File: src/rtl/arbitro_sumador_pkg.sv
// arbitro_sumador_pkg: shared FSM encodings and datapath width for the arbitrated adder
package arbitro_sumador_pkg;
  localparam int DATA_W = 8;
  typedef enum logic {
    IDLE = 1'b0,
    EXEC = 1'b1
  } state_t;
endpackage

File: src/rtl/Sumador.sv
// Sumador: shared 8-bit adder, carry out discarded
module Sumador
  import arbitro_sumador_pkg::*;
(
  input  logic [DATA_W-1:0] i_a,
  input  logic [DATA_W-1:0] i_b,
  output logic [DATA_W-1:0] o_sum
);
  assign o_sum = i_a + i_b;
endmodule

File: src/rtl/arbitro_sumador.sv
// arbitro_sumador: round-robin arbiter sharing one adder between two requesters
module arbitro_sumador #(
  parameter int DATA_W = arbitro_sumador_pkg::DATA_W
) (
  input  logic              clk,
  input  logic              reset,
  input  logic              req0,
  input  logic [DATA_W-1:0] a0,
  input  logic [DATA_W-1:0] b0,
  input  logic              req1,
  input  logic [DATA_W-1:0] a1,
  input  logic [DATA_W-1:0] b1,
  output logic              gnt0,
  output logic              gnt1,
  output logic              done0,
  output logic              done1,
  output logic [DATA_W-1:0] result,
  output logic              busy
);
  import arbitro_sumador_pkg::*;
  state_t r_state, w_state_n;
  logic w_win, w_start;
  logic r_last;
  logic [1:0] r_gnt, r_done;
  logic [DATA_W-1:0] r_op_a, r_op_b, r_result, w_sum;
  always_comb begin
    w_win = (req0 && req1) ? ~r_last : req1;
    w_start = (r_state == IDLE) && (req0 || req1);
    w_state_n = w_start ? EXEC : IDLE;
  end
  // r_last is updated at grant time, so during EXEC it names the requester being served
  always_ff @(posedge clk) begin
    if (reset) begin
      r_state <= IDLE;
      r_last <= 1'b1;
      r_gnt <= 2'b00;
      r_done <= 2'b00;
      r_op_a <= '0;
      r_op_b <= '0;
      r_result <= '0;
    end else begin
      r_state <= w_state_n;
      r_gnt <= w_start ? (w_win ? 2'b10 : 2'b01) : 2'b00;
      r_done <= (r_state == EXEC) ? (r_last ? 2'b10 : 2'b01) : 2'b00;
      if (w_start) begin
        r_last <= w_win;
        r_op_a <= w_win ? a1 : a0;
        r_op_b <= w_win ? b1 : b0;
      end
      if (r_state == EXEC) r_result <= w_sum;
    end
  end
  Sumador u_sumador (
    .i_a  (r_op_a),
    .i_b  (r_op_b),
    .o_sum(w_sum)
  );
  assign gnt0 = r_gnt[0];
  assign gnt1 = r_gnt[1];
  assign done0 = r_done[0];
  assign done1 = r_done[1];
  assign result = r_result;
  assign busy = (r_state == EXEC);
endmodule

File: config.mk
export PLATFORM = sky130hd
export DESIGN_NAME = arbitro_sumador
export DESIGN_NICKNAME = d
export VERILOG_FILES = /design/src/rtl/arbitro_sumador_pkg.sv /design/src/rtl/Sumador.sv /design/src/rtl/arbitro_sumador.sv
export SDC_FILE = /design/constraint.sdc
export NUM_CORES = 1
export LEC_CHECK = 0
export BUFFER_PORTS_ARGS = -buffer_cell sky130_fd_sc_hd__buf_2
export CAP_MARGIN = 5
export CORE_MARGIN = 2
export CORE_UTILIZATION = 45
export CTS_BUF_LIST = sky130_fd_sc_hd__clkbuf_4 sky130_fd_sc_hd__clkbuf_8
export CTS_CLUSTER_DIAMETER = 200
export CTS_CLUSTER_SIZE = 28
export DETAILED_ROUTE_END_ITERATION = 8
export PLACE_DENSITY = 0.76
export SLEW_MARGIN = 20
export SYNTH_ARGS = -nofsm -noshare
export SYNTH_HDL_FRONTEND = slang
export SYNTH_SLANG_ARGS = --single-unit
File: constraint.sdc
create_clock -name clk -period 1.35 [get_ports clk]
set_input_delay 0.2025 -clock clk [delete_from_list [all_inputs] [get_ports clk]]
set_output_delay 0.2025 -clock clk [all_outputs]
set_load 0.1 [all_outputs]
Word level (Yosys, flattened, before mapping):

Cells that the tools add are included.

* register bits: 30
* latch bits: 0
* bits in writable memories: 0
* memory bits (read-only): 0
* output and inout bits: 13
* logic and storage cells: 22
* memories kept: 0

* $add $sub $neg: 1
* multipliers: 0
* div/mod/pow operators: 0
* magnitude comparators: 0
* equal/unequal tests: 0
* shift operators: 0
* muxes and demuxes: 6
* bitwise logic cells: 3
* reductions and logical operators: 5

Operators with widths (number)
* 8-bit two-way mux: 2
* 8-bit adder: 1
* 2-bit two-way mux: 2
* 2-bit OR reduction: 2
* 1-bit NOT: 3
* 1-bit logical AND: 2
* 1-bit two-way mux: 2
* 1-bit logical OR: 1

Longest topological paths before layout:

* depth after elaboration: 4
* depth in mapped cells: 7

Hierarchy:

A second synthesis with hierarchy kept.

* cells, all modules: 155
* area, all modules: 1521.5 µm²

Modules (own cells, without submodules)
* arbitro_sumador: times used 1, cells an instance 113, area an instance 1189.9 µm², seq. area each 600.6 µm²
* Sumador: times used 1, cells an instance 42, area an instance 331.6 µm², seq. area each 0.0 µm²

Worst setup path before layout:

Ideal clock, no wire load.

* path kind: register to register
* start: register r_state, in the netlist busy
* end: register r_op_a[0]
* library setup time: 0.123 ns
* arrival: 1.912 ns
* path slack: -0.685 ns
* stages on the path, launching flop included: 7
* period minus slack after synthesis: 2.035 ns
* cell sequence: dfxtp_1 -> buf_2 -> nor4bb_1 -> buf_2 -> buf_2 -> a222oi_1 -> inv_1

* word-level cells in the longest chain between the ends: 2

Ends and longest elaborated chain
* from (decl): RTL line arbitro_sumador.sv:21 `state_t r_state, w_state_n;`
* from (signal assigned): RTL line arbitro_sumador.sv:42 `r_state <= w_state_n;`
* 1-bit NOT (no line)
* 1-bit logical AND: RTL line arbitro_sumador.sv:28 `w_start = (r_state == IDLE) && (req0 || req1);`
* to (signal assigned): RTL line arbitro_sumador.sv:47 `r_op_a <= w_win ? a1 : a0;`
* to (decl): RTL line arbitro_sumador.sv:25 `logic [DATA_W-1:0] r_op_a, r_op_b, r_result, w_sum;`

Every way passes these cells.
A chain may end at the register's enable or synchronous reset.

Worst setup path in the final report:

* start: register r_op_b[0]
* end: register r_result[4], in the netlist result[4]

* word-level cells in the longest chain between the ends: 1

Ends and longest elaborated chain
* from (decl): RTL line arbitro_sumador.sv:25
* from (signal assigned): RTL line arbitro_sumador.sv:48 `r_op_b <= w_win ? b1 : b0;`
* 8-bit adder: RTL line Sumador.sv:9 `assign o_sum = i_a + i_b;`
* to (signal assigned): RTL line arbitro_sumador.sv:50 `if (r_state == EXEC) r_result <= w_sum;`
* to (decl): RTL line arbitro_sumador.sv:25

Every way passes these cells.

==> impl_metrics.json <==
{
  "cap_violations": 0,
  "period_share_pct": 115,
  "nets": 255,
  "yosysWarnings": 0,
  "htree_levels": 2,
  "crit_chain": "ha_4 > inv_2 > fa_2 > nor2b_1 > o21a_2 > o21a_1 > o32ai_2",
  "dr.first_iter.drc_count": 62,
  "synth_area_leaders": "dfxtp_1 43%, a222oi_1 11%, ha_1 6.2%",
  "finalSetupTns_ps": -702,
  "fmax_ghz": 0.645,
  "grt_usage_pct": 20.9,
  "slowest_delay_ps": 350,
  "ys_seq_elements": 30,
  "endpoint_kind": "flip-flop",
  "finalWorstSetupSlack_ps": -200,
  "root_buffer": "clkbuf_4",
  "synth-seq-area-share_pct": 42.6,
  "clkTransAtPathRegs_ps": 100,
  "syn2layout_area_growth_pct": 42.6,
  "cp.required_ps": 1600,
  "die_h_um": 60.0,
  "post_drt_wl_per_cell_um": 16.5,
  "clk_latency_ps": 330,
  "regToRegStartpoint": "r_op_b[0]",
  "vias": 1412,
  "cts_buffers": 5,
  "routed_via_density": 5.76,
  "fin_hold_ws_ps": 69.3,
  "violations": "setup timing",
  "hold_violations": 0,
  "avgSynthCellArea_um2": 9.85,
  "status": "finished, violations left",
  "antenna_found_initial": 0,
  "drt_first_pass_iters": 5,
  "grt_max_degree": 19,
  "post-synth-top-area-cell": "dfxtp_1",
  "synth_top_area_share_pct": 42.6,
  "wl_mm": 4.05,
  "syn-instance-count": 143,
  "grt_pass1_vias": 1287,
  "worstSetupStartpointType": "flip-flop",
  "power_density_nw_per_um2": 1180,
  "cp_slowest_cell": "dfxtp_2",
  "rsz0062_at_grt": "true",
  "io_pins": 49,
  "cp.buffers_inverters": 1,
  "slew_headroom_pct": 67.6,
  "cp-startpoint": "r_op_b[0]",
  "overflow": 0,
  "dp_hpwl_mm": 2.60,
  "crit_type": "reg -> reg",
  "final_core_util_pct": 66.9,
  "period_minus_slack_ps": 1550,
  "arrival_ps": 1800,
  "die_width_um": 60.0,
  "crit_fanout": 4,
  "drive_above_1_share_pct": 48.6,
  "fillCellCount": 234,
  "clock-sinks": 30,
  "route.detailed.drc": 0,
  "holdCritPathClass": "in -> reg",
  "cts_tree": "done",
  "crit_family": "compound AO/OA/AOI/OAI gates",
  "ir_drop_mv": 0.819,
  "fin_skew_ps": 9.11,
  "grt_pass1_wl_mm": 5.44,
  "worstMarginPinSlew_ps": 490,
  "yosys.cell_types.count": 35,
  "seq_area_um2": 612,
  "die_area_um2": 3590,
  "pre_cts_ws_ps": -291,
  "multi_input_area_um2": 792,
  "port_buffers": 48,
  "hold_buffers": 0,
  "core_area_um2": 3000,
  "clockBufferDepth": 2,
  "synth_nets": 187,
  "num_rows": 20,
  "num_antenna_cells": 0,
  "start_util_pct": 46.9,
  "gp_congestion": 0.846,
  "syn-cell-area_um2": 1410,
  "drv_slew": 0,
  "min_from": "b0[2]",
  "antenna_left": 0,
  "p_leak_uw": 0.00100,
  "setup_viol": 6,
  "r2r_slack_ps": -200
}
-- final cells by class --
class | count | area share (%)
Clock buffer | 7 | 2.93
Clock inverter | 1 | 0.249
Inverter | 21 | 3.92
Multi-Input combinational cell | 85 | 39.4
Sequential cell | 30 | 30.4
Tap cell | 33 | 2.05
Timing Repair Buffer | 68 | 21.0
-- path summary, 6_finish.rpt --
check,endpoint,depth (start not counted)
setup / recovery,result[4],7
hold / removal,r_op_b[2],3
setup reg to reg,result[4],7
hold reg to reg,result[3],2
-- registers in the layout, summed over array words and instances, names as in the netlist --
| name | flops |
|---|---|
| r_gnt | 2 |
| result | 8 |
| r_last | 1 |
| r_op_a | 8 |
| r_op_b | 8 |
| busy | 1 |
| r_done | 2 |
-- per-layer routing --
layer	vias to the layer above	part of all wire, %	global-route usage [%]	wire (µm)
li1	666	-	-	-
met1	674	38	23.6	1530
met2	56	52	34.8	2100
met3	16	6.2	4.76	249
met4	0	4.0	14.3	162
met5	-	0	0	0
-- report_power, final --
part	total (µW)	switching (µW)	internal, µW
Sequential	1030	57.7	970
Combinational	772	468	304
Clock	581	309	272
Total	2380	835	1550
-- stage by stage --
step           instance area (µm²)  total power, µW  cells
2_1_floorplan                 1430             1500    143
3_5_place_dp                  1770             1710    228
4_1_cts                       1890             2310    238
3_3_place_gp                  1770             1680    228
5_1_grt                       2010             2490    245
6_report                      2010             2380    245
-- timing repair --
action / CTS / global route
setup endpoints to repair: 6 / 21
pin swaps: 6 / 11
hold endpoints to repair: 0 / 0
resized for setup: 10 / 17
cloned: 0 / 4
buffers inserted: 3 / 3
-- synth_stat cells --
library cell  count
ha_1              7
nand2_1           4
nand3_1           2
buf_6             2
nor3b_1           4
buf_8             1
buf_4             1
o21bai_2          1
fa_1              1
or3b_2            1
a21oi_1           7
nand2b_1          3
o21ai_0           4
nor2_1            8
a211oi_1          2
xnor2_1           2
and3_1            1
nor4bb_1          2
nor2b_1           2
dfxtp_1          30
inv_1            21
o31a_1            1
o311ai_0          2
nor3_1            2
o32ai_1           1
o21a_1            3
nand3b_1          1
o211ai_1          1
nor2b_4           1
mux2i_1           2
o21bai_1          1
a222oi_1         16
buf_2             3
a211oi_4          1
clkbuf_1          2
-- logic make-up (layout without fill, tap and decap cells) --
group                    Yosys count  after routing  synth area share [%]
XOR/XNOR                           2              2                  1.24
AND/OR/NAND/NOR                   31             33                  13.0
flip-flops                        30             30                  42.6
adder cells (fa/ha/maj)            8              8                  7.64
buffers and inverters             30             97                  10.4
AO/OA/AOI/OAI                     40             40                  23.7
multiplexers                       2              2                  1.42
-- cell usage in the layout (no fill, tap or decap), types with 2 or more instances in the layout --
master	Yosys	layout
a21oi_1	7	6
a222oi_1	16	16
buf_12	0	2
buf_2	3	47
buf_4	1	16
clkbuf_4	0	8
dfxtp_1	30	23
dfxtp_2	0	6
ha_1	7	5
ha_4	0	2
inv_1	21	20
mux2i_1	2	2
nand2_1	4	3
nand2b_1	3	3
nand3_1	2	2
nor2_1	8	8
nor2b_1	2	2
nor2b_4	1	3
nor3b_1	4	3
o21a_1	3	2
o21ai_0	4	4
-- worst min-delay path: cells and delay by family --
family | cells | cell delay, ps
buffers and inverters | 2 | 130
AO/OA/AOI/OAI | 1 | 50
(Power assumes the default switching activity.)
